`config.mk`:
```
export PLATFORM = sky130hd
export DESIGN_NAME = demux1to2_buffered
export DESIGN_NICKNAME = d
export VERILOG_FILES = /design/src/rtl/demux_pkg.sv /design/src/rtl/demux_fifo.sv /design/src/rtl/demux1to2_buffered.sv
export SDC_FILE = /design/constraint.sdc
export NUM_CORES = 1
export LEC_CHECK = 0
export CAP_MARGIN = 20
export CORE_MARGIN = 2
export CORE_UTILIZATION = 55
export CTS_CLUSTER_SIZE = 14
export DETAILED_ROUTE_END_ITERATION = 7
export DONT_BUFFER_PORTS = 1
export GPL_ROUTABILITY_DRIVEN = 0
export PLACE_DENSITY = 0.83
export SYNTH_ARGS = -nofsm -noshare
export SYNTH_HDL_FRONTEND = slang
export SYNTH_SLANG_ARGS = --single-unit
```
`constraint.sdc`:
```
create_clock -name clk -period 1.6 [get_ports clk]
set_input_delay 0.24 -clock clk [delete_from_list [all_inputs] [get_ports clk]]
set_output_delay 0.24 -clock clk [all_outputs]
set_load 0.01 [all_outputs]
```
`src/rtl/demux_pkg.sv`:
```
// Shared constants for the 1:2 buffered demultiplexer: default sizes,
// channel-select encodings and the width of the optional push counters.
package demux_pkg;
    localparam int DEFAULT_W     = 8;
    localparam int DEFAULT_DEPTH = 2;
    localparam logic SEL_A       = 1'b1;
    localparam logic SEL_B       = 1'b0;
    localparam int STATS_W       = 16;
endpackage

```
`src/rtl/demux_fifo.sv`:
```
// Per-channel FIFO, wrap-bit pointers: a push is visible at the head after one edge.
// Backpressure: a push while full and a pop while empty are both ignored.
module demux_fifo #(
    parameter int W     = 8,
    parameter int DEPTH = 2
) (
    input  logic         clk,
    input  logic         rst,
    input  logic         push,
    input  logic [W-1:0] wdata,
    input  logic         pop,
    output logic [W-1:0] rdata,
    output logic         full,
    output logic         empty
);
    localparam int AW = (DEPTH > 1) ? $clog2(DEPTH) : 1;

    logic [AW:0]  wr_ptr;
    logic [AW:0]  rd_ptr;
    logic [W-1:0] mem [DEPTH];

    assign empty = (wr_ptr == rd_ptr);
    assign full  = (wr_ptr[AW-1:0] == rd_ptr[AW-1:0]) && (wr_ptr[AW] != rd_ptr[AW]);
    assign rdata = mem[rd_ptr[AW-1:0]];

    always_ff @(posedge clk) begin
        if (rst) begin
            wr_ptr <= '0;
            rd_ptr <= '0;
        end else begin
            if (push && !full) begin
                wr_ptr <= wr_ptr + (AW+1)'(1);
            end
            if (pop && !empty) begin
                rd_ptr <= rd_ptr + (AW+1)'(1);
            end
        end
    end

    // Storage needs no reset: the pointers alone define which entries are live.
    always_ff @(posedge clk) begin
        if (!rst && push && !full) begin
            mem[wr_ptr[AW-1:0]] <= wdata;
        end
    end
endmodule

```
`src/rtl/demux1to2_buffered.sv`:
```
// Steers a tagged word stream into two independently drained FIFOs; one-edge latency, no bypass.
// Backpressure: din_ready follows only the selected channel's full flag. Optional DEMUX1TO2_STATS_EN adds push counters.
module demux1to2_buffered
    import demux_pkg::*;
#(
    parameter int W     = DEFAULT_W,
    parameter int DEPTH = DEFAULT_DEPTH
) (
    input  logic         clk,
    input  logic         rst,
    input  logic [W-1:0] din,
    input  logic         s,
    input  logic         din_valid,
    output logic         din_ready,
    output logic [W-1:0] a_data,
    output logic         a_valid,
    input  logic         a_ready,
    output logic [W-1:0] b_data,
    output logic         b_valid,
`ifdef DEMUX1TO2_STATS_EN
    input  logic         b_ready,
    output logic [STATS_W-1:0] a_count,
    output logic [STATS_W-1:0] b_count
`else
    input  logic         b_ready
`endif
);
    logic         a_full;
    logic         a_empty;
    logic         b_full;
    logic         b_empty;
    logic [W-1:0] a_head;
    logic [W-1:0] b_head;
    logic         push_a;
    logic         push_b;

    assign din_ready = !rst && ((s == SEL_A) ? !a_full : !b_full);
    assign push_a    = din_valid && din_ready && (s == SEL_A);
    assign push_b    = din_valid && din_ready && (s == SEL_B);

    demux_fifo #(.W(W), .DEPTH(DEPTH)) u_fifo_a (
        .clk   (clk),
        .rst   (rst),
        .push  (push_a),
        .wdata (din),
        .pop   (a_ready),
        .rdata (a_head),
        .full  (a_full),
        .empty (a_empty)
    );

    demux_fifo #(.W(W), .DEPTH(DEPTH)) u_fifo_b (
        .clk   (clk),
        .rst   (rst),
        .push  (push_b),
        .wdata (din),
        .pop   (b_ready),
        .rdata (b_head),
        .full  (b_full),
        .empty (b_empty)
    );

    // Stale storage must never leak onto an idle channel.
    assign a_valid = !a_empty;
    assign b_valid = !b_empty;
    assign a_data  = a_valid ? a_head : '0;
    assign b_data  = b_valid ? b_head : '0;

`ifdef DEMUX1TO2_STATS_EN
    always_ff @(posedge clk) begin
        if (rst) begin
            a_count <= '0;
            b_count <= '0;
        end else begin
            if (push_a) a_count <= a_count + STATS_W'(1);
            if (push_b) b_count <= b_count + STATS_W'(1);
        end
    end
`endif
endmodule

```
==> impl_metrics.prom, run 1 <==
# TYPE chip_impl_metric gauge
chip_impl_metric{name="cts-root-to-sink-buffers",unit=""} 2
chip_impl_metric{name="place.port_buffers",unit=""} 0
chip_impl_metric{name="cp_data_arrival_time",unit="ns"} 1.32
chip_impl_metric{name="synth_enable_flop_cells",unit=""} 32
chip_impl_metric{name="numClockSinks",unit=""} 42
chip_impl_metric{name="timing.slew.headroom",unit="%"} 78.90
chip_impl_metric{name="synth-async-reset-ratio",unit="%"} 0
chip_impl_metric{name="clock-skew-final",unit="ns"} 0.009334
chip_impl_metric{name="placeableCoreArea",unit="mm^2"} 0.003053
chip_impl_metric{name="timing.critical_path.buf_inv",unit=""} 0
chip_impl_metric{name="cap_viol_max_count",unit=""} 0
chip_impl_metric{name="number_of_nets_in_the_layout",unit=""} 166
chip_impl_metric{name="cts_buffers",unit=""} 5
chip_impl_metric{name="pre_cts_ws",unit="ns"} 0.02715
chip_impl_info{name="crit-reg2reg-launch",value="u_fifo_b.wr_ptr[1]"} 1
chip_impl_metric{name="post-route-drc-count",unit=""} 0
chip_impl_metric{name="post_synth_inst_count",unit=""} 134
chip_impl_metric{name="num_io_pins",unit=""} 33
chip_impl_info{name="criticalPathCategory",value="register to output port"} 1
chip_impl_metric{name="path_depth",unit=""} 3
chip_impl_metric{name="finish.utilization",unit="%"} 71.15
chip_impl_metric{name="finalCriticalPeriod",unit="ns"} 1.555
chip_impl_metric{name="finalSetupViolCount",unit=""} 0
chip_impl_metric{name="viasPerCell",unit=""} 5.355
chip_impl_metric{name="via_count",unit=""} 1055
chip_impl_metric{name="final_cell_area",unit="mm^2"} 0.002172
chip_impl_metric{name="floorplan.initialDensity",unit="%"} 57.79
chip_impl_metric{name="ys_ff_latch",unit=""} 42
chip_impl_metric{name="clock_transition_at_the_registers_of_the_reported_paths",unit="ns"} 0.11
chip_impl_metric{name="die_area",unit="mm^2"} 0.003677
chip_impl_metric{name="area_delta_synth_final",unit="%"} 23.12
chip_impl_metric{name="dr.pass1.iters",unit=""} 4
chip_impl_metric{name="wl",unit="mm"} 3.242
chip_impl_metric{name="groute.usage.overall",unit="%"} 18.16
chip_impl_metric{name="period_share",unit="%"} 97.21
chip_impl_info{name="timing.critical_path.from",value="u_fifo_b.rd_ptr[1]"} 1
chip_impl_info{name="tritoncts",value="yes"} 1
chip_impl_metric{name="reg2reg_depth",unit=""} 4
chip_impl_metric{name="power-per-cell-area",unit="mW/mm^2"} 1222
chip_impl_metric{name="drt-initial-drc-count",unit=""} 40
chip_impl_info{name="rsz_0062_raised_after_global_routing",value="true"} 1
chip_impl_metric{name="final_antenna_net_count",unit=""} 0
chip_impl_metric{name="slowest_delay",unit="ns"} 0.40
chip_impl_metric{name="grt_pass1_wl",unit="mm"} 4.629
chip_impl_metric{name="ir_drop",unit="mV"} 0.8479
chip_impl_info{name="critical_path.slowest_cell",value="sky130_fd_sc_hd__dfxtp_2"} 1
chip_impl_metric{name="initial_antenna_violation_count",unit=""} 0
chip_impl_info{name="synth.most_common_cell",value="sky130_fd_sc_hd__edfxtp_1"} 1
chip_impl_metric{name="die_width",unit="um"} 60.64
chip_impl_metric{name="yosysWarnings",unit=""} 0
chip_impl_metric{name="cts_max_level",unit=""} 2
chip_impl_info{name="crit_path_end_kind",value="output port"} 1
chip_impl_metric{name="synthesized_area",unit="mm^2"} 0.001764
chip_impl_metric{name="postSynthNetCount",unit=""} 148
chip_impl_metric{name="power.leakage",unit="nW"} 0.7526
chip_impl_metric{name="placedInstanceArea",unit="mm^2"} 0.001834
chip_impl_metric{name="fillCellCount",unit=""} 215
chip_impl_metric{name="synth_top_area_share",unit="%"} 54.47
chip_impl_info{name="netlist.top_cell.by_area",value="sky130_fd_sc_hd__edfxtp_1"} 1
chip_impl_info{name="worstReg2RegEnd",value="u_fifo_b.mem[0][2]"} 1
chip_impl_metric{name="critical_path_peak_fanout",unit=""} 6
chip_impl_metric{name="final_layout_size_suffix_gt1_share",unit="%"} 26.80
chip_impl_info{name="cp-endpoint",value="b_data[4]"} 1
chip_impl_metric{name="grt_start_max_net_pins",unit=""} 19
chip_impl_info{name="netlist_top_cells_count",value="sky130_fd_sc_hd__edfxtp_1 (32), sky130_fd_sc_hd__nor2_1 (26), sky130_fd_sc_hd__mux2i_1 (16)"} 1
chip_impl_metric{name="fp-row-count",unit=""} 20
chip_impl_metric{name="detail_route.wl_per_cell",unit="um"} 16.46
chip_impl_metric{name="die_height",unit="um"} 60.64
chip_impl_metric{name="tightest_slew",unit="ns"} 0.3151
chip_impl_metric{name="post-dp-hpwl",unit="mm"} 1.981
chip_impl_info{name="critPathLaunchType",value="register"} 1
chip_impl_metric{name="globalRoute.totalOverflow",unit=""} 0
chip_impl_info{name="cts.root.buffer_cell",value="sky130_fd_sc_hd__clkbuf_4"} 1
chip_impl_metric{name="seq_area",unit="mm^2"} 0.001186
chip_impl_metric{name="avgSynthCellArea",unit="um^2"} 13.17
chip_impl_metric{name="num_antenna_cells",unit=""} 0
chip_impl_metric{name="finalHoldViolations",unit=""} 0
chip_impl_metric{name="finalWorstSetupSlack",unit="ns"} 0.04464
chip_impl_info{name="critical_path.cell_chain",value="xor2_4 -> nor2_2 -> nor2_2"} 1
chip_impl_info{name="cp_top_family",value="flip-flops"} 1
chip_impl_info{name="ys.flop_type",value="sky130_fd_sc_hd__edfxtp_1"} 1
chip_impl_metric{name="synth_cell_types",unit=""} 23
chip_impl_info{name="worst_hold_path_type",value="primary input to register"} 1
chip_impl_metric{name="ys_seq_area_share",unit="%"} 65.82
chip_impl_metric{name="totalNegativeSetupSlack",unit="ns"} 0
chip_impl_metric{name="slew_violations",unit=""} 0
chip_impl_metric{name="multiInputGateArea",unit="um^2"} 686.9
chip_impl_metric{name="timing.critical_path.required",unit="ns"} 1.36
chip_impl_metric{name="register_to_register_setup_slack",unit="ns"} 0.07
chip_impl_metric{name="clock_latency_on_the_worst_skew_pair",unit="ns"} 0.34
chip_impl_info{name="yosys-top-cells-area",value="sky130_fd_sc_hd__edfxtp_1 (54%), sky130_fd_sc_hd__dfxtp_1 (11%), sky130_fd_sc_hd__mux2i_1 (9.1%)"} 1
chip_impl_info{name="most_frequent_cell_on_the_critical_path",value="sky130_fd_sc_hd__nor2_2"} 1
chip_impl_info{name="run_status",value="completed"} 1
chip_impl_metric{name="p_total",unit="mW"} 2.654
chip_impl_metric{name="grt_pass1_vias",unit=""} 991
chip_impl_metric{name="fmaxAchievable",unit="GHz"} 0.6429
metrics by stage:
step	cells	hold slack, ns
floorplan	134	0.3389
global placement	178	0.3125
detailed placement	178	0.3145
CTS	195	0.08651
global route	197	0.09910
finish	197	0.1006
what timing repair did:
action	4_1_cts	5_1_grt
endpoints found under the setup margin	19	35
endpoints found under the hold margin	34	0
hold buffers	9	0
buffers inserted	0	1
gates cloned	0	1
pin swaps	2	8
resized for setup	19	19
cell families (layout without fill, tap and decap cells):
logic type      Yosys count  count (layout)  share of synthesized area [%]
simple gates             41              42                          10.00
mux                      24              24                          14.18
xor+xnor                  6               6                          3.405
compound gates           13              13                          4.893
flops                    42              42                          65.82
buf+inv                   8              26                          1.702
cell type report:
type                       instances  share of cell area, %
timing repair buffer              14                  5.876
multi-input combinational         85                  31.62
sequential                        42                  54.61
tap                               44                  2.535
inverter                           4                 0.6912
clock buffer                       5                  1.728
clock inverter                     3                  2.938
worst register-to-register path: cells and delay by family, from the launching register on:
kind	cells	cell delay, ns
and+or+nand+nor	1	0.21
xor gates and xnor gates	1	0.22
DFF	1	0.39
AOI/OAI and AO/OA	1	0.20
buffers and inverters	1	0.23
report_power, final:
part	switching, mW	internal, mW	leakage (nW)	total [mW]
Sequential	0.0945	1.24	0.378	1.33
Combinational	0.310	0.208	0.322	0.517
Clock	0.323	0.482	0.0528	0.805
Total	0.727	1.93	0.753	2.65
how the worst min path moves through the flow:
stage               startpoint                 end  slack (ns)  cells after the start
global placement           rst  u_fifo_b.rd_ptr[1]        0.31                      1
CTS                    b_ready  u_fifo_b.rd_ptr[1]        0.09                      3
floorplan               din[0]  u_fifo_a.mem[0][0]        0.34                      0
detailed placement         rst  u_fifo_b.rd_ptr[1]        0.31                      1
finish                     rst  u_fifo_b.wr_ptr[0]        0.10                      2
global route         din_valid  u_fifo_a.wr_ptr[1]         0.1                      2
metal layers:
layer / vias up / track usage (%) / wire length [um]
li1: 514 / - / -
met1: 493 / 20.23 / 1331
met2: 39 / 32.10 / 1653
met3: 9 / 5.117 / 192
met4: 0 / 8.385 / 63
met5: - / 0 / 0
cells in the final DEF (no fill, tap or decap):
cell type / Yosys / layout
sky130_fd_sc_hd__a211o_1: 2 / 2
sky130_fd_sc_hd__a211oi_1: 1 / 1
sky130_fd_sc_hd__a21o_1: 2 / 2
sky130_fd_sc_hd__a21oi_1: 3 / 2
sky130_fd_sc_hd__a21oi_2: 0 / 1
sky130_fd_sc_hd__buf_4: 0 / 5
sky130_fd_sc_hd__bufinv_16: 0 / 2
sky130_fd_sc_hd__clkbuf_4: 0 / 5
sky130_fd_sc_hd__clkinv_1: 0 / 1
sky130_fd_sc_hd__dfxtp_2: 0 / 5
sky130_fd_sc_hd__dfxtp_4: 0 / 5
sky130_fd_sc_hd__dlygate4sd3_1: 0 / 9
sky130_fd_sc_hd__edfxtp_1: 32 / 32
sky130_fd_sc_hd__inv_1: 4 / 4
sky130_fd_sc_hd__mux2_1: 8 / 8
sky130_fd_sc_hd__mux2i_1: 16 / 16
sky130_fd_sc_hd__nand2_1: 4 / 4
sky130_fd_sc_hd__nand2b_1: 1 / 1
sky130_fd_sc_hd__nor2_1: 26 / 14
sky130_fd_sc_hd__nor2_2: 0 / 11
sky130_fd_sc_hd__nor2_4: 0 / 2
sky130_fd_sc_hd__nor2b_1: 6 / 6
sky130_fd_sc_hd__nor3_1: 4 / 4
sky130_fd_sc_hd__o2111ai_1: 1 / 1
sky130_fd_sc_hd__o211ai_1: 1 / 1
sky130_fd_sc_hd__o21ai_1: 2 / 3
sky130_fd_sc_hd__xnor2_1: 2 / 1
sky130_fd_sc_hd__xnor2_2: 0 / 1
sky130_fd_sc_hd__xor2_2: 1 / 1
sky130_fd_sc_hd__xor2_4: 0 / 3
registers in the layout, indices dropped and copies added, names as in the netlist, named ones only:
signal,count
u_fifo_a.wr_ptr,2
u_fifo_b.wr_ptr,2
u_fifo_a.mem,16
u_fifo_b.rd_ptr,2
u_fifo_b.mem,16
u_fifo_a.rd_ptr,2
Power figures use the tool's default switching activity.
==> inputs of run 2 (changes only) <==
REMOVE_ABC_BUFFERS = 1   (was unset)
==> impl_metrics.prom, run 2 (synthesis gave the netlist of run 1 again) <==
# TYPE chip_impl_metric gauge
chip_impl_metric{name="drt-initial-drc-count",unit=""} 53
chip_impl_metric{name="cap_viol_max_count",unit=""} 0
chip_impl_info{name="run_status",value="completed"} 1
chip_impl_metric{name="cts-root-to-sink-buffers",unit=""} 2
chip_impl_metric{name="post-route-drc-count",unit=""} 0
chip_impl_metric{name="final_layout_size_suffix_gt1_share",unit="%"} 26.14
chip_impl_metric{name="num_io_pins",unit=""} 33
chip_impl_metric{name="detail_route.wl_per_cell",unit="um"} 17.62
chip_impl_metric{name="groute.usage.overall",unit="%"} 19.51
chip_impl_info{name="crit-reg2reg-launch",value="u_fifo_a.wr_ptr[0]"} 1
chip_impl_info{name="worst_hold_path_type",value="primary input to register"} 1
chip_impl_metric{name="final_antenna_net_count",unit=""} 0
chip_impl_metric{name="initial_antenna_violation_count",unit=""} 0
chip_impl_metric{name="floorplan.initialDensity",unit="%"} 57.79
chip_impl_metric{name="dr.pass1.iters",unit=""} 4
chip_impl_metric{name="die_height",unit="um"} 60.64
chip_impl_metric{name="timing.critical_path.required",unit="ns"} 1.36
chip_impl_info{name="timing.critical_path.from",value="u_fifo_a.wr_ptr[1]"} 1
chip_impl_info{name="cp-endpoint",value="a_data[4]"} 1
chip_impl_metric{name="area_delta_synth_final",unit="%"} 23.33
chip_impl_info{name="hold_path.startpoint",value="rst"} 1
chip_impl_metric{name="totalNegativeSetupSlack",unit="ns"} 0
chip_impl_metric{name="final_cell_area",unit="mm^2"} 0.002176
chip_impl_info{name="tritoncts",value="yes"} 1
chip_impl_metric{name="cts_buffers",unit=""} 5
chip_impl_metric{name="grt_pass1_wl",unit="mm"} 4.905
chip_impl_metric{name="viasPerCell",unit=""} 5.609
chip_impl_metric{name="finalHoldViolations",unit=""} 0
chip_impl_metric{name="place.port_buffers",unit=""} 0
chip_impl_info{name="critPathLaunchType",value="register"} 1
chip_impl_metric{name="period_share",unit="%"} 99.09
chip_impl_metric{name="cts_max_level",unit=""} 2
chip_impl_metric{name="numClockSinks",unit=""} 42
chip_impl_metric{name="reg2reg_depth",unit=""} 4
chip_impl_metric{name="die_width",unit="um"} 60.64
chip_impl_metric{name="finish.utilization",unit="%"} 71.27
chip_impl_metric{name="slew_violations",unit=""} 0
chip_impl_metric{name="fp-row-count",unit=""} 20
chip_impl_info{name="critical_path.cell_chain",value="xor2_2 -> nor2_4 -> nor2_1"} 1
chip_impl_metric{name="die_area",unit="mm^2"} 0.003677
chip_impl_metric{name="clock-skew-final",unit="ns"} 0.01058
chip_impl_info{name="cp_top_family",value="flip-flops"} 1
chip_impl_info{name="layout.cells.most_common",value="sky130_fd_sc_hd__edfxtp_1"} 1
chip_impl_metric{name="timing.slew.headroom",unit="%"} 79.12
chip_impl_metric{name="slowest_delay",unit="ns"} 0.43
chip_impl_metric{name="globalRoute.totalOverflow",unit=""} 0
chip_impl_metric{name="placedInstanceArea",unit="mm^2"} 0.001834
chip_impl_metric{name="grt_pass1_vias",unit=""} 1077
chip_impl_metric{name="register_to_register_setup_slack",unit="ns"} 0.13
chip_impl_metric{name="ir_drop",unit="mV"} 0.6953
chip_impl_metric{name="finalSetupViolCount",unit=""} 0
chip_impl_metric{name="power-per-cell-area",unit="mW/mm^2"} 1124
chip_impl_metric{name="num_antenna_cells",unit=""} 0
chip_impl_metric{name="path_depth",unit=""} 3
chip_impl_metric{name="placeableCoreArea",unit="mm^2"} 0.003053
chip_impl_info{name="criticalPathCategory",value="register to output port"} 1
chip_impl_metric{name="finalCriticalPeriod",unit="ns"} 1.585
chip_impl_metric{name="fmaxAchievable",unit="GHz"} 0.6307
chip_impl_metric{name="critical_path_peak_fanout",unit=""} 9
chip_impl_info{name="worstReg2RegEnd",value="u_fifo_a.mem[0][7]"} 1
chip_impl_metric{name="tightest_slew",unit="ns"} 0.3045
chip_impl_metric{name="grt_start_max_net_pins",unit=""} 19
chip_impl_metric{name="clock_latency_on_the_worst_skew_pair",unit="ns"} 0.35
chip_impl_info{name="cts.root.buffer_cell",value="sky130_fd_sc_hd__clkbuf_4"} 1
chip_impl_info{name="most-common-layout-cells",value="sky130_fd_sc_hd__edfxtp_1 (32), sky130_fd_sc_hd__mux2i_1 (16), sky130_fd_sc_hd__nor2_1 (16), sky130_fd_sc_hd__nor2_4 (10), sky130_fd_sc_hd__dlygate4sd3_1 (9)"} 1
chip_impl_info{name="rsz_0062_raised_after_global_routing",value="true"} 1
chip_impl_info{name="crit_path_end_kind",value="output port"} 1
chip_impl_metric{name="wl",unit="mm"} 3.472
chip_impl_metric{name="cp_data_arrival_time",unit="ns"} 1.35
chip_impl_metric{name="timing.critical_path.buf_inv",unit=""} 0
chip_impl_info{name="critical_path.slowest_cell",value="sky130_fd_sc_hd__dfxtp_2"} 1
chip_impl_metric{name="post-dp-hpwl",unit="mm"} 2.173
chip_impl_metric{name="number_of_nets_in_the_layout",unit=""} 166
chip_impl_metric{name="via_count",unit=""} 1105
chip_impl_metric{name="power.leakage",unit="nW"} 0.7390
chip_impl_metric{name="clock_transition_at_the_registers_of_the_reported_paths",unit="ns"} 0.11
[run 2: cell types whose count changed in the layout (fill, tap and decap cells not counted), moves of 2 or more]
| cell | previous run | this run |
|---|---|---|
| sky130_fd_sc_hd__bufinv_16 | 2 | 0 |
| sky130_fd_sc_hd__nor2_1 | 14 | 16 |
| sky130_fd_sc_hd__nor2_2 | 11 | 0 |
| sky130_fd_sc_hd__nor2_4 | 2 | 10 |
[run 2: through the flow]
stage                     power (mW)  hold WS (ns)  setup slack [ns]  cells
after floorplan                1.643        0.3091           -0.1715    130
after global placement         1.715        0.3123            0.1017    178
after detailed placement       1.737        0.3132           0.03439    178
after CTS                      2.382       0.08526          0.009619    197
after global routing           2.553       0.09885          -0.04516    197
final                          2.446       0.09290           0.01456    197
[run 2: layer usage]
metal  track usage (%)  vias up  routed length (um)
met5                 0        -                   0
met4             9.317        0                  92
met3             7.249       11                 215
met2             35.48       32                1850
met1             19.52      546                1313
li1                  -      516                   -
[run 2: power by group]
part,total [mW],internal (mW),switching [mW]
clock,0.492,0.163,0.328
sequential,1.34,1.24,0.103
combinational,0.615,0.266,0.349
total,2.45,1.67,0.780
[run 2: layout make-up]
| class | count | area (um^2) |
|---|---|---|
| repair buffers | 15 | 147.6 |
| fillers | 217 | 877.1 |
| multi-input cells | 84 | 715.7 |
| inverters | 4 | 15.01 |
| well taps | 44 | 55.05 |
| clock buffers | 5 | 37.54 |
| flip-flops and latches | 42 | 1189 |
| clock inverters | 3 | 16.27 |
[run 2: how the worst min path moves through the flow]
stage	endpoint	slack [ns]	depth (start not counted)
detailed placement	u_fifo_b.rd_ptr[1]	0.31	1
floorplan	u_fifo_a.rd_ptr[1]	0.31	1
global route	u_fifo_a.wr_ptr[1]	0.1	2
finish	u_fifo_b.wr_ptr[0]	0.09	2
CTS	u_fifo_b.wr_ptr[0]	0.09	2
global placement	u_fifo_b.rd_ptr[1]	0.31	1
[run 2: worst register-to-register path, stage by stage, from the launching register on]
cell,delay (ns)
sky130_fd_sc_hd__dfxtp_4,0.42
sky130_fd_sc_hd__xor2_4,0.23
sky130_fd_sc_hd__o211ai_1,0.17
sky130_fd_sc_hd__nor3_1,0.17
sky130_fd_sc_hd__buf_4,0.21
[run 2: what timing repair did]
action | CTS | global route
endpoints found under the hold margin | 34 | 0
buffers inserted | 2 | 0
pin swaps | 3 | 5
gates resized for setup | 32 | 14
setup endpoints to repair | 19 | 27
hold buffers | 9 | 0
==> inputs of run 3 (changes only) <==
SYNTH_HIERARCHICAL = 1   (was unset)
==> impl_metrics.prom, run 3 <==
# TYPE chip_impl_metric gauge
chip_impl_metric{name="placedInstanceArea",unit="mm^2"} 0.002032
chip_impl_metric{name="timing.critical_path.required",unit="ns"} 1.67
chip_impl_info{name="netlist_top_cells_count",value="sky130_fd_sc_hd__edfxtp_1 (32), sky130_fd_sc_hd__nor2b_1 (17), sky130_fd_sc_hd__mux2_2 (16)"} 1
chip_impl_metric{name="p_sw",unit="mW"} 0.5720
chip_impl_metric{name="synth_cell_types",unit=""} 24
chip_impl_metric{name="die_height",unit="um"} 62.18
chip_impl_info{name="worst_hold_path_type",value="primary input to register"} 1
chip_impl_metric{name="p_seq_share",unit="%"} 52.2
chip_impl_metric{name="clock_latency_on_the_worst_skew_pair",unit="ns"} 0.35
chip_impl_metric{name="grt_pass1_vias",unit=""} 1390
chip_impl_metric{name="number_of_nets_in_the_layout",unit=""} 196
chip_impl_metric{name="final_layout_size_suffix_gt1_share",unit="%"} 56.83
chip_impl_info{name="tritoncts",value="yes"} 1
chip_impl_info{name="critPathLaunchType",value="register"} 1
chip_impl_metric{name="tightest_slew",unit="ns"} 0.3792
chip_impl_metric{name="totalNegativeSetupSlack",unit="ns"} -3.018
chip_impl_metric{name="finalWorstSetupSlack",unit="ns"} -0.1108
chip_impl_metric{name="swShare",unit="%"} 24.48
chip_impl_info{name="crit-reg2reg-launch",value="u_fifo_b/wr_ptr[1]"} 1
chip_impl_metric{name="post-dp-hpwl",unit="mm"} 2.208
chip_impl_metric{name="fillCellCount",unit=""} 176
chip_impl_metric{name="critical_path_peak_fanout",unit=""} 8
chip_impl_metric{name="placeableCoreArea",unit="mm^2"} 0.003284
chip_impl_metric{name="floorplan.initialDensity",unit="%"} 56.69
chip_impl_metric{name="synthesized_area",unit="mm^2"} 0.001862
chip_impl_metric{name="finalSetupViolCount",unit=""} 50
chip_impl_metric{name="finalCriticalPeriod",unit="ns"} 1.711
chip_impl_metric{name="timing.slew.headroom",unit="%"} 74.64
chip_impl_metric{name="post_synth_inst_count",unit=""} 137
chip_impl_metric{name="ys_seq_area_share",unit="%"} 62.37
chip_impl_metric{name="cts_buffers",unit=""} 5
chip_impl_info{name="layout.cells.most_common",value="sky130_fd_sc_hd__edfxtp_1"} 1
chip_impl_metric{name="initial_antenna_violation_count",unit=""} 0
chip_impl_metric{name="groute.usage.overall",unit="%"} 23.37
chip_impl_metric{name="cp_data_arrival_time",unit="ns"} 1.78
chip_impl_metric{name="via_count",unit=""} 1298
chip_impl_metric{name="ir_drop",unit="mV"} 0.4795
chip_impl_metric{name="clock_transition_at_the_registers_of_the_reported_paths",unit="ns"} 0.13
chip_impl_info{name="most-common-layout-cells",value="sky130_fd_sc_hd__edfxtp_1 (32), sky130_fd_sc_hd__buf_4 (23), sky130_fd_sc_hd__nor2b_4 (17), sky130_fd_sc_hd__mux2_2 (16), sky130_fd_sc_hd__dlygate4sd3_1 (11)"} 1
chip_impl_metric{name="post-route-drc-count",unit=""} 0
chip_impl_info{name="violations",value="hold timing, setup timing"} 1
chip_impl_metric{name="slew_violations",unit=""} 0
chip_impl_metric{name="cts-root-to-sink-buffers",unit=""} 2
chip_impl_metric{name="cts_max_level",unit=""} 2
chip_impl_metric{name="seq_area",unit="mm^2"} 0.001174
chip_impl_metric{name="die_width",unit="um"} 62.18
chip_impl_metric{name="detail_route.wirelength.met1",unit="mm"} 1.584
chip_impl_metric{name="finalHoldViolations",unit=""} 1
chip_impl_metric{name="numClockSinks",unit=""} 42
chip_impl_metric{name="cap_viol_max_count",unit=""} 0
chip_impl_info{name="critical_path.cell_chain",value="xnor2_2 -> nor2_2 -> nor3_2 -> nor4bb_4 -> buf_6"} 1
chip_impl_metric{name="num_antenna_cells",unit=""} 0
chip_impl_metric{name="dpl.cell_count",unit=""} 195
chip_impl_info{name="critical_path.slowest_cell",value="sky130_fd_sc_hd__dfxtp_2"} 1
chip_impl_metric{name="synth_enable_flop_cells",unit=""} 32
chip_impl_metric{name="p_int",unit="mW"} 1.764
chip_impl_info{name="highest_layer",value="met4"} 1
chip_impl_metric{name="pwr-share-comb",unit="%"} 19.4
chip_impl_metric{name="p_total",unit="mW"} 2.336
chip_impl_info{name="crit_path_end_kind",value="register"} 1
chip_impl_metric{name="place.port_buffers",unit=""} 0
chip_impl_info{name="criticalPathCategory",value="register to register"} 1
chip_impl_metric{name="clock-skew-final",unit="ns"} 0.006766
chip_impl_info{name="yosys-top-cells-area",value="sky130_fd_sc_hd__edfxtp_1 (52%), sky130_fd_sc_hd__dfxtp_1 (11%), sky130_fd_sc_hd__mux2_2 (9.7%)"} 1
chip_impl_metric{name="finish.utilization",unit="%"} 80.95
chip_impl_info{name="timing.critical_path.from",value="u_fifo_b/wr_ptr[1]"} 1
chip_impl_metric{name="final_antenna_net_count",unit=""} 0
chip_impl_metric{name="area_delta_synth_final",unit="%"} 42.81
chip_impl_info{name="rsz_0062_raised_after_global_routing",value="true"} 1
chip_impl_metric{name="detail_route.wl_per_cell",unit="um"} 18.65
chip_impl_metric{name="avgSynthCellArea",unit="um^2"} 13.59
chip_impl_metric{name="pre_cts_ws",unit="ns"} -0.1566
chip_impl_metric{name="synth-async-reset-ratio",unit="%"} 0
chip_impl_metric{name="met3WireLength",unit="um"} 267
chip_impl_metric{name="wl",unit="mm"} 4.271
chip_impl_metric{name="final_cell_area",unit="mm^2"} 0.002659
chip_impl_metric{name="die_area",unit="mm^2"} 0.003866
chip_impl_metric{name="routed-wl-met2",unit="mm"} 2.305
chip_impl_metric{name="power-per-cell-area",unit="mW/mm^2"} 878.7
chip_impl_info{name="run_status",value="complete, but fails checks"} 1
chip_impl_metric{name="multiInputGateArea",unit="um^2"} 912.1
chip_impl_metric{name="period_share",unit="%"} 106.9
chip_impl_metric{name="slowest_delay",unit="ns"} 0.36
chip_impl_metric{name="viasPerCell",unit=""} 5.668
chip_impl_metric{name="grt_start_max_net_pins",unit=""} 14
chip_impl_metric{name="ys_ff_latch",unit=""} 42
chip_impl_metric{name="grt_pass1_wl",unit="mm"} 6.831
chip_impl_metric{name="clkPwrFrac",unit="%"} 28.4
chip_impl_metric{name="hold-worst-slack",unit="ns"} -0.01182
chip_impl_metric{name="synth_top_area_share",unit="%"} 51.61
chip_impl_metric{name="fp-row-count",unit=""} 21
chip_impl_info{name="ys.flop_type",value="sky130_fd_sc_hd__edfxtp_1"} 1
chip_impl_info{name="netlist.top_cell.by_area",value="sky130_fd_sc_hd__edfxtp_1"} 1
chip_impl_metric{name="num_io_pins",unit=""} 33
chip_impl_metric{name="final_non_filler_cells",unit=""} 229
chip_impl_metric{name="fmaxAchievable",unit="GHz"} 0.5845
chip_impl_info{name="synth.most_common_cell",value="sky130_fd_sc_hd__edfxtp_1"} 1
chip_impl_metric{name="globalRoute.totalOverflow",unit=""} 0
chip_impl_metric{name="yosysWarnings",unit=""} 6
chip_impl_info{name="cts.root.buffer_cell",value="sky130_fd_sc_hd__clkbuf_4"} 1
chip_impl_info{name="hold_path.startpoint",value="b_ready"} 1
chip_impl_metric{name="dr.pass1.iters",unit=""} 4
chip_impl_metric{name="power.leakage",unit="nW"} 0.9855
chip_impl_metric{name="drt-initial-drc-count",unit=""} 42
[run 3: cell count changes after synthesis, moves of 5 or more]
| cell | previous run | this run |
|---|---|---|
| sky130_fd_sc_hd__clkbuf_1 | 1 | 6 |
| sky130_fd_sc_hd__mux2_2 | 0 | 16 |
| sky130_fd_sc_hd__a311oi_1 | 0 | 6 |
| sky130_fd_sc_hd__mux2_1 | 8 | 0 |
| sky130_fd_sc_hd__mux2i_1 | 16 | 4 |
| sky130_fd_sc_hd__nor2b_1 | 6 | 17 |
| sky130_fd_sc_hd__nor2_1 | 26 | 10 |
[run 3: path summary, 6_finish.rpt]
check	to	slack (ns)	cells past startpoint
hold reg to reg	u_fifo_a/rd_ptr[1]	0.66	2
setup reg to reg	u_fifo_b/mem[0][3]	-0.11	5
setup / recovery	u_fifo_b/mem[0][3]	-0.11	5
hold / removal	u_fifo_b/rd_ptr[1]	-0.01	1
[run 3: layout make-up]
| cell class | count | share of cell area, % |
|---|---|---|
| clock buffers | 6 | 1.553 |
| clock inverters | 2 | 1.412 |
| inverters | 2 | 0.3765 |
| multi-input cells | 87 | 34.31 |
| flip-flops and latches | 42 | 44.14 |
| well taps | 46 | 2.165 |
| repair buffers | 44 | 16.05 |
[run 3: critical path, delay by kind of cell (launching register included)]
family	cells	cell delay, ns
buffers and inverters	1	0.18
flip-flops	1	0.36
XOR/XNOR	1	0.22
AND/OR/NAND/NOR	3	0.67
[run 3: power groups by stage]
stage                     sequential [mW]  clock, mW  combinational (mW)
after CTS                            1.22      0.674               0.433
final                                1.22      0.663               0.453
after global routing                 1.22      0.714               0.482
after global placement               1.24          0               0.214
after detailed placement             1.24          0               0.221
after floorplan                      1.24          0               0.149
[run 3: kinds of logic after synthesis]
| kind of cell | after synthesis | share of synthesized area (%) |
|---|---|---|
| XOR/XNOR | 6 | 3.629 |
| buffers and inverters | 8 | 1.613 |
| flip-flops | 42 | 62.37 |
| AO/OA/AOI/OAI | 15 | 5.511 |
| AND/OR/NAND/NOR | 46 | 15.05 |
| multiplexers | 20 | 11.83 |
[run 3: metal layers]
metal  up-vias  GRT usage, %
li1        593             -
met1       639         26.21
met2        53         41.03
met3        13         7.246
met4         0         10.28
met5         -             0
[run 3: timing repair]
item,in CTS,in global routing
endpoints found under the hold margin,42,0
hold buffers,12,0
setup endpoints to repair,51,53
pin swaps,8,13
gates cloned,1,0
buffers inserted,11,13
gates resized for setup,67,9
